==> src/rtl/l2_cache_pkg.sv <==
// Shared types and sizing for the L2 replacement controller.
// Op and FSM encodings are fixed so checkers can decode them from raw bits.
package l2_cache_pkg;

    typedef enum logic [1:0] {
        OP_TOUCH = 2'd0,
        OP_ALLOC = 2'd1,
        OP_CLEAR = 2'd2,
        OP_RSVD  = 2'd3
    } op_t;

    typedef enum logic [1:0] {
        ST_IDLE   = 2'd0,
        ST_READ   = 2'd1,
        ST_UPDATE = 2'd2,
        ST_RESP   = 2'd3
    } state_t;

    localparam int DEF_WAYS = 8;
    localparam int DEF_SETS = 16;

    // A binary tree over WAYS leaves has WAYS-1 internal nodes.
    function automatic int plru_bits(input int ways);
        return ways - 1;
    endfunction

endpackage

==> src/rtl/way_encoder.sv <==
// One-hot to binary index encoder with a flag that is set only when
// exactly one input bit is high.
module way_encoder #(
    parameter int WAYS = 8
) (
    input  logic [WAYS-1:0]         vec_i,
    output logic [$clog2(WAYS)-1:0] idx_o,
    output logic                    onehot_ok_o
);

    localparam int WAY_W = $clog2(WAYS);

    always_comb begin
        idx_o = '0;
        for (int i = 0; i < WAYS; i++) begin
            if (vec_i[i]) begin
                idx_o = idx_o | WAY_W'(i);
            end
        end
    end

    // Clearing the lowest set bit leaves zero only for a power of two.
    assign onehot_ok_o = (vec_i != '0) && ((vec_i & (vec_i - 1'b1)) == '0);

endmodule

==> src/rtl/plru_way_ctrl.sv <==
// Per-set tree-PLRU replacement controller: touch, allocate and clear
// requests run through a fixed IDLE/READ/UPDATE/RESP pipeline.
module plru_way_ctrl
    import l2_cache_pkg::*;
#(
    parameter int WAYS = DEF_WAYS,
    parameter int SETS = DEF_SETS
) (
    input  logic                    clk,
    input  logic                    reset,
    input  logic                    req_valid,
    output logic                    req_ready,
    input  logic [1:0]              req_op,
    input  logic [$clog2(SETS)-1:0] req_set,
    input  logic [WAYS-1:0]         req_hit_vec,
    input  logic [WAYS-1:0]         req_valid_vec,
    output logic                    rsp_valid,
    input  logic                    rsp_ready,
    output logic [$clog2(WAYS)-1:0] rsp_way,
    output logic                    rsp_err,
    output logic [1:0]              dbg_state
);

    localparam int WAY_W     = $clog2(WAYS);
    localparam int SET_W     = $clog2(SETS);
    localparam int PLRU_BITS = plru_bits(WAYS);

    // Handshake rule for both channels: a transfer happens on a rising edge
    // where valid && ready; the request side is ready only in IDLE, and the
    // response payload is held unchanged until its transfer edge.

    state_t                 state_q;
    logic                   req_ready_q;
    logic                   rsp_valid_q;
    logic [WAY_W-1:0]       rsp_way_q;
    logic                   rsp_err_q;
    op_t                    op_q;
    logic [SET_W-1:0]       set_q;
    logic [WAYS-1:0]        valid_vec_q;
    logic [WAY_W-1:0]       hit_idx_q;
    logic                   hit_ok_q;
    logic [PLRU_BITS-1:0]   row_q;
    logic [PLRU_BITS-1:0]   plru_q [SETS];

    logic [WAY_W-1:0]       enc_idx;
    logic                   enc_ok;

    logic [PLRU_BITS-1:0]   upd_row_d;
    logic [WAY_W-1:0]       upd_way_d;
    logic                   upd_err_d;
    logic                   upd_wr_d;

    way_encoder #(
        .WAYS (WAYS)
    ) u_hit_enc (
        .vec_i       (req_hit_vec),
        .idx_o       (enc_idx),
        .onehot_ok_o (enc_ok)
    );

    // Node n lives at tree[n]; tree[0] and the leaf half are padding so the
    // walk can index by node number directly.
    function automatic logic [WAY_W-1:0] tree_victim(input logic [PLRU_BITS-1:0] row);
        logic [2*WAYS-1:0] tree;
        logic [WAY_W:0]    node;
        tree = {{WAYS{1'b0}}, row, 1'b0};
        node = (WAY_W+1)'(1);
        for (int l = 0; l < WAY_W; l++) begin
            node = {node[WAY_W-1:0], tree[node]};
        end
        return node[WAY_W-1:0];
    endfunction

    // Each ancestor of leaf WAYS+way is made to point at the sibling subtree.
    function automatic logic [PLRU_BITS-1:0] touch_row(input logic [PLRU_BITS-1:0] row,
                                                       input logic [WAY_W-1:0]     way);
        logic [2*WAYS-1:0] tree;
        logic [WAY_W:0]    leaf;
        tree = {{WAYS{1'b0}}, row, 1'b0};
        leaf = {1'b1, way};
        for (int k = 1; k <= WAY_W; k++) begin
            tree[leaf >> k] = ~leaf[k-1];
        end
        return tree[PLRU_BITS:1];
    endfunction

    function automatic logic [WAY_W-1:0] lowest_invalid(input logic [WAYS-1:0] vv);
        logic [WAY_W-1:0] sel;
        sel = '0;
        for (int i = WAYS - 1; i >= 0; i--) begin
            if (!vv[i]) begin
                sel = WAY_W'(i);
            end
        end
        return sel;
    endfunction

    always_comb begin
        upd_row_d = row_q;
        upd_way_d = '0;
        upd_err_d = 1'b0;
        upd_wr_d  = 1'b0;
        case (op_q)
            OP_TOUCH: begin
                if (hit_ok_q) begin
                    upd_way_d = hit_idx_q;
                    upd_row_d = touch_row(row_q, hit_idx_q);
                    upd_wr_d  = 1'b1;
                end else begin
                    upd_err_d = 1'b1;
                end
            end
            OP_ALLOC: begin
                upd_way_d = (&valid_vec_q) ? tree_victim(row_q) : lowest_invalid(valid_vec_q);
                upd_row_d = touch_row(row_q, upd_way_d);
                upd_wr_d  = 1'b1;
            end
            OP_CLEAR: begin
                upd_row_d = '0;
                upd_wr_d  = 1'b1;
            end
            default: begin
                upd_err_d = 1'b1;
            end
        endcase
    end

    // Only the addressed row is written, and only from UPDATE.
    always_ff @(posedge clk or posedge reset) begin
        if (reset) begin
            for (int s = 0; s < SETS; s++) begin
                plru_q[s] <= '0;
            end
        end else if (state_q == ST_UPDATE && upd_wr_d) begin
            plru_q[set_q] <= upd_row_d;
        end
    end

    always_ff @(posedge clk or posedge reset) begin
        if (reset) begin
            state_q     <= ST_IDLE;
            req_ready_q <= 1'b1;
            rsp_valid_q <= 1'b0;
            rsp_way_q   <= '0;
            rsp_err_q   <= 1'b0;
            op_q        <= OP_TOUCH;
            set_q       <= '0;
            valid_vec_q <= '0;
            hit_idx_q   <= '0;
            hit_ok_q    <= 1'b0;
            row_q       <= '0;
        end else begin
            case (state_q)
                ST_IDLE: begin
                    if (req_valid) begin
                        op_q        <= op_t'(req_op);
                        set_q       <= req_set;
                        valid_vec_q <= req_valid_vec;
                        hit_idx_q   <= enc_idx;
                        hit_ok_q    <= enc_ok;
                        req_ready_q <= 1'b0;
                        state_q     <= ST_READ;
                    end
                end
                ST_READ: begin
                    // Reading after the previous UPDATE edge means no bypass is needed.
                    row_q   <= plru_q[set_q];
                    state_q <= ST_UPDATE;
                end
                ST_UPDATE: begin
                    rsp_way_q   <= upd_way_d;
                    rsp_err_q   <= upd_err_d;
                    rsp_valid_q <= 1'b1;
                    state_q     <= ST_RESP;
                end
                ST_RESP: begin
                    if (rsp_ready) begin
                        rsp_valid_q <= 1'b0;
                        req_ready_q <= 1'b1;
                        state_q     <= ST_IDLE;
                    end
                end
                default: begin
                    state_q <= ST_IDLE;
                end
            endcase
        end
    end

    assign req_ready = req_ready_q;
    assign rsp_valid = rsp_valid_q;
    assign rsp_way   = rsp_way_q;
    assign rsp_err   = rsp_err_q;
    assign dbg_state = state_q;

endmodule
==> config.mk <==
export PLATFORM = sky130hd
export DESIGN_NAME = plru_way_ctrl
export DESIGN_NICKNAME = d
export VERILOG_FILES = /design/src/rtl/l2_cache_pkg.sv /design/src/rtl/way_encoder.sv /design/src/rtl/plru_way_ctrl.sv
export SDC_FILE = /design/constraint.sdc
export NUM_CORES = 1
export LEC_CHECK = 0
export ABC_AREA = 1
export CORE_MARGIN = 8
export CORE_UTILIZATION = 67
export CTS_BUF_LIST = sky130_fd_sc_hd__clkbuf_4 sky130_fd_sc_hd__clkbuf_8
export CTS_CLUSTER_SIZE = 10
export DETAILED_ROUTE_END_ITERATION = 6
export MAX_ROUTING_LAYER = met4
export PLACE_DENSITY = 0.87
export REMOVE_ABC_BUFFERS = 1
export SYNTH_ARGS = -nofsm -noshare
export SYNTH_HDL_FRONTEND = slang
export SYNTH_SLANG_ARGS = --single-unit
export TNS_END_PERCENT = 100
==> constraint.sdc <==
create_clock -name clk -period 14.2 [get_ports clk]
set_input_delay 3.55 -clock clk [delete_from_list [all_inputs] [get_ports clk]]
set_output_delay 3.55 -clock clk [all_outputs]
set_load 0.02 [all_outputs]
Word level (Yosys, flattened, before mapping)
Cells that the tools add are included.

Register bits: 145. Bits of input ports: 26. Output and inout bits: 8. Logic and storage cells: 129.

$add $sub $neg: 1. Magnitude comparators: 12. Equality and inequality tests: 7. Mux-type cells: 55. Bitwise operators: 8. Reductions and logical operators: 19.

Operators by type and width (count): 112-bit bitwise mux (1); 16-bit bitwise mux (4); 3-bit two-way mux (15); 7-bit binary-select mux with 4-bit select (1); 7-bit demux with 4-bit select (1); 7-bit two-way mux (4); 7-bit one-hot mux with 3 select lines (1); 2-bit by 5-bit less-than comparator with 1-bit output, second input constant (3); 3-bit by 5-bit less-than comparator with 1-bit output, second input constant (3); 1-bit two-way mux (13); 8-bit AND (1); 8-bit zero test (1); 2-bit two-way mux (4); 1-bit one-hot mux with 2 select lines (4); 2-bit one-hot mux with 4 select lines (1); 8-bit AND reduction (1); 8-bit nonzero test (1); 8-bit by 1-bit subtractor with 8-bit output, second input constant (1); 1-bit logical AND (7); 2-bit == test, second input constant (3); 3-bit by 1-bit >= comparator with 1-bit output, second input constant (2); 1-bit NOT (6); 3-bit one-hot mux with 2 select lines (1); 2-bit AND reduction (3); other kinds (13) (20).

Logic depth before layout (Yosys ltp)
Word-level depth: 18. Depth in mapped cells: 15. Mapped depth without buffers: 14.

Hierarchy
A second synthesis with hierarchy kept.

Cells, all modules: 860. Area total of the unflattened synthesis: 7504.7 um2.

By module, submodules not included: plru_way_ctrl (times used 1, cells an instance 826, area each 7354.6 um2, seq. area each 3629.7 um2); way_encoder (times used 1, cells an instance 34, area each 150.1 um2, seq. area each 0.0 um2).

Worst setup path before layout
Ideal clock, no wire load.

Kind: input -> register. From: in req_hit_vec[3]. To: reg hit_ok_q. Library setup time: 0.122 ns. Data arrival time: 4.211 ns. Data required time: 14.078 ns. Setup slack: 9.868 ns. Stages on the path: 5. Path buffers: 0. Cells stage by stage: nor2_1 -> nand2_1 -> o21ai_0 -> nor2_1 -> a32o_1.

Longest elaborated chain between the ends: 4. Elaborated cells between the ends (all ways): 5. Those cells by class: add/sub (1); bitwise (1); reduce/logical (3).

RTL lines: start, declared (RTL line plru_way_ctrl.sv:15) `input logic [WAYS-1:0] req_hit_vec,`; 8-bit by 1-bit subtractor with 8-bit output (RTL line way_encoder.sv:23) `assign onehot_ok_o = (vec_i != '0) && ((vec_i & (vec_i - 1'b1)) == '0);`; 8-bit AND (RTL line way_encoder.sv:23); 8-bit zero test (RTL line way_encoder.sv:23); 1-bit logical AND * (RTL line way_encoder.sv:23); end signal, assigned (RTL line plru_way_ctrl.sv:160) `hit_ok_q <= enc_ok;`; end, declared (RTL line plru_way_ctrl.sv:41) `logic hit_ok_q;`.

Mark *: on every way between the ends. The rest lies on a longest branch, timed or not. A chain may end at the register's enable or synchronous reset.

Worst setup path after layout
From: reg req_ready_q (netlist: req_ready). To: out req_ready.

RTL lines: start, declared (RTL line plru_way_ctrl.sv:33) `logic req_ready_q;`; start signal, assigned (RTL line plru_way_ctrl.sv:142) `req_ready_q <= 1'b1;`; start signal, assigned (RTL line plru_way_ctrl.sv:161) `req_ready_q <= 1'b0;`; start signal, assigned (RTL line plru_way_ctrl.sv:179) `req_ready_q <= 1'b1;`; end, declared (RTL line plru_way_ctrl.sv:12) `output logic req_ready,`.

No word-level cell between the ends.

==> flow_summary.rst <==
.. list-table::
   :header-rows: 1

   * - Metric
     - Value
   * - Number of placed cells counting well taps
     - approximately 1,000
   * - Highest signal layer in the routed design
     - met4
   * - Largest driver fanout on the critical path
     - 2
   * - Start-to-end type of the worst setup path
     - reg2out
   * - Average footprint of a synthesized cell
     - 8.30 um^2
   * - Max cap viols
     - 0
   * - Unrepaired setup endpoints after global routing
     - false
   * - Final hold slack
     - between 0.4 and 0.5 ns
   * - Syn. warnings
     - 0
   * - Core outline area
     - ~0.010 mm^2
   * - Top cell type by total area after synthesis
     - sky130_fd_sc_hd__dfrtp_1
   * - Post-cts gate resize count
     - 0
   * - Critical path depth
     - 1
   * - Part of the Yosys area used for sequential elements
     - 50.9%
   * - Power density relative to cell area
     - around 230 mW/mm^2
   * - Startpoint of the most critical register-to-register path
     - op_q[0]
   * - Final instance area
     - ~0.0080 mm^2
   * - Area share of the largest cell type after synthesis
     - 50.5%
   * - Number of antenna repair diodes
     - 0
   * - Summed negative setup slack over all endpoints
     - 0 ns
   * - Crit path capture type
     - output port
   * - Launch point of the worst hold path
     - plru_q[71]
   * - Final worst-path cycle share
     - between 30% and 40%
   * - Worst endpoint data arrival time
     - 1.59 ns
   * - Share of layout cells above drive strength 1
     - a little under an eighth
   * - First-pass GRT wire length
     - 31,700 um
   * - Dominant delay contributor by cell family on the critical path
     - buffers and inverters
   * - Synthesized flop and latch total
     - between 100 and 150
   * - Area overhead of the layout relative to synthesis
     - 12.0%
   * - Post-CTS clock slew at the launch and capture registers of the worst setup and hold paths
     - around 0.080 ns
   * - Met1 wire length
     - around 7700 um
   * - Slack of the worst reg-to-reg path
     - 11.84 ns
   * - Area of the mapped netlist
     - 0.00713 mm^2
   * - Cell with the most instances after synthesis
     - sky130_fd_sc_hd__nand2_1
   * - Final critical path time including I/O delays and setup
     - roughly 5.1 ns
   * - H-Tree Depth
     - 4
   * - Mean routed wirelength per cell
     - roughly 18 um
   * - Non-filler cells in the finished layout
     - between 1,000 and 1,500
   * - Total grt overflow
     - 0
   * - Crit path launch type
     - flop
   * - RR Endpoint
     - plru_q[36]
   * - Post-route setup slack
     - roughly 9.1 ns
   * - Antenna violations before repair
     - 0
   * - Detailed route wirelength on metal3
     - 1860 um
   * - Vias per std cell
     - about 6.2
   * - CTS Buf Count
     - 17
   * - Standard-cell row count
     - 37
   * - Routability cong.
     - 0.941
   * - Worst path cell trace
     - clkdlybuf4s50_1
   * - Commonest cells post-synth
     - sky130_fd_sc_hd__nand2_1, sky130_fd_sc_hd__dfrtp_1, sky130_fd_sc_hd__nand3_1, sky130_fd_sc_hd__a22oi_1, sky130_fd_sc_hd__o21ai_0
   * - Required time at the worst-slack endpoint
     - roughly 11 ns
   * - Setup violation total in the final timing report
     - 0
   * - Boundary Pins
     - 34
   * - IO Port Bufs
     - 33
   * - Worst slack at placement
     - a little under 9 ns
   * - Fraction of registers with async set or reset after synthesis
     - 100%
   * - TritonCTS sink count
     - roughly 150
   * - Buffer depth of the longest clock path
     - 2
   * - Number of enable flip-flop cells after synthesis
     - 0
   * - Hold endpoint
     - plru_q[71]
   * - Clock latency reported for the late side of the worst-skew pair
     - ~0.47 ns
   * - Total buffers and inverters traversed by the critical path
     - 1
   * - DP HPWL
     - around 12,000 um
   * - Detailed-route wire length
     - 19,100 um
   * - Die footprint
     - between 0.01 and 0.015 mm^2
   * - Buffers inserted during post-CTS setup optimization
     - 0
   * - Number of pins with negative max-slew slack in the final report
     - 0
   * - Largest net degree at the start of global routing
     - 90
   * - Height of the chip
     - 119 um
   * - Logic depth of the worst register-to-register path
     - 4
   * - Status
     - finished clean
   * - Number of DRC violations after detailed-routing iteration 0
     - around 750
   * - DRC violations left
     - 0
   * - Antenna-violating nets left
     - 0
   * - Leak pwr
     - 3.95 nW
   * - Via count of the first global-routing pass
     - approximately 6,500
   * - Relative slew margins
     - between 20% and 30%
   * - Post-synthesis cell count
     - 860
   * - Largest stage delay on the critical path
     - about 0.60 ns
   * - Count of vias placed by the detailed router
     - roughly 6,400
   * - Slowest cell on the critical path
     - sky130_fd_sc_hd__clkdlybuf4s50_1
   * - VDD IR max
     - roughly 0.12 mV
   * - Die width
     - between 100 and 150 um
   * - Drt first pass iters
     - 5
   * - Post-place instance area
     - between 0.007 and 0.008 mm^2
   * - Effective utilization at floorplan
     - 69.1%
   * - Main flop type after synthesis
     - sky130_fd_sc_hd__dfrtp_1
   * - Total of hold buffers inserted after clock tree synthesis
     - 0
   * - Most area-consuming cells after synthesis
     - sky130_fd_sc_hd__dfrtp_1, sky130_fd_sc_hd__nand2_1, sky130_fd_sc_hd__a22oi_1
   * - CTS root buf
     - sky130_fd_sc_hd__clkbuf_8
   * - Achievable Freq
     - between 150 and 200 MHz
   * - Number of distinct library cells after synthesis
     - 34
   * - Number of failing hold endpoints at the final stage
     - 0
   * - Total global routing track utilization
     - roughly 28%
   * - Clock tree from TritonCTS
     - done
   * - Layout net count
     - between 900 and 1,000
   * - Transition time of the tightest slew-check pin
     - roughly 1.1 ns
   * - Number of instances on the worst hold path
     - 2
   * - Wire length on met2
     - around 9000 um
   * - Hold WC Path Type
     - reg2reg
   * - Post-Route Skew
     - ~0.012 ns
-- through the flow --
| step | power (mW) | utilization, % |
|---|---|---|
| 2_1_floorplan | 1.14 | - |
| 3_3_place_gp | 1.35 | 72.7 |
| 3_5_place_dp | 1.39 | 72.7 |
| 4_1_cts | 1.79 | 77.4 |
| 5_1_grt | 1.91 | 77.4 |
| 6_report | 1.81 | 77.4 |
-- worst min-delay path, stage by stage, from the launching register on --
cell and delay (ns):
sky130_fd_sc_hd__dfrtp_1 0.35, sky130_fd_sc_hd__nand2_1 0.06, sky130_fd_sc_hd__o21ai_2 0.05
-- state kept, by name (all words and copies together) (netlist names) --
register and flops:
dbg_state 2, hit_ok_q 1, valid_vec_q 8, hit_idx_q 3, req_ready 1, rsp_valid 1
rsp_err 1, op_q 2, row_q 7, rsp_way 3, plru_q 112, set_q 4
-- how the worst max path moves through the flow --
stage              start            to  slack (ns)
2_1_floorplan      reset  dbg_state[0]        6.76
3_3_place_gp       reset     rsp_valid        8.72
3_5_place_dp       reset     rsp_valid        8.66
4_1_cts        req_ready     req_ready        9.04
5_1_grt            reset       rsp_err        8.92
6_report       req_ready     req_ready        9.06
-- where the power goes --
group | switching [mW] | internal (mW) | total [mW]
clock network | 0.158 | 0.232 | 0.390
registers | 0.115 | 0.575 | 0.689
logic | 0.516 | 0.214 | 0.730
-- metal layers --
layer	GRT usage (%)	vias to the layer above
li1	-	2918
met2	43.7	402
met1	34.6	3061
met5	-	-
met4	13.4	0
met3	7.37	62
-- cells by family (layout without fill, tap and decap cells) --
family | after synthesis | count (layout) | synth area share [%]
compound gates | 165 | 165 | 15.4
flops | 145 | 145 | 50.9
fa+ha+maj | 8 | 8 | 1.40
buf+inv | 90 | 131 | 5.54
mux | 1 | 1 | 0.158
simple gates | 451 | 451 | 26.6
-- cells in the final DEF, fill, tap and decap left out, types with 7 or more instances in the layout --
cell type                         instances
sky130_fd_sc_hd__nor2_2                  13
sky130_fd_sc_hd__a41oi_1                  7
sky130_fd_sc_hd__a22oi_1                 56
sky130_fd_sc_hd__inv_2                   23
sky130_fd_sc_hd__clkbuf_8                21
sky130_fd_sc_hd__a21boi_0                 7
sky130_fd_sc_hd__nand2_2                 14
sky130_fd_sc_hd__inv_1                   38
sky130_fd_sc_hd__nor2_1                  29
sky130_fd_sc_hd__nand2_1                308
sky130_fd_sc_hd__nand3_1                 78
sky130_fd_sc_hd__clkdlybuf4s50_1         33
sky130_fd_sc_hd__o21ai_0                 40
sky130_fd_sc_hd__o21ai_1                 20
sky130_fd_sc_hd__ha_1                     8
sky130_fd_sc_hd__a21oi_1                  7
sky130_fd_sc_hd__o21ai_2                 13
sky130_fd_sc_hd__dfrtp_1                144
-- final cells by class --
class | instances | area, um^2
flip-flops and latches | 145 | 3630
multi-input cells | 625 | 3110
fillers | 714 | 2330
repair buffers | 36 | 353
clock buffers | 23 | 304
inverters | 63 | 241
clock inverters | 9 | 176
well taps | 136 | 170
Note: power is estimated with default switching activity, not from simulation.
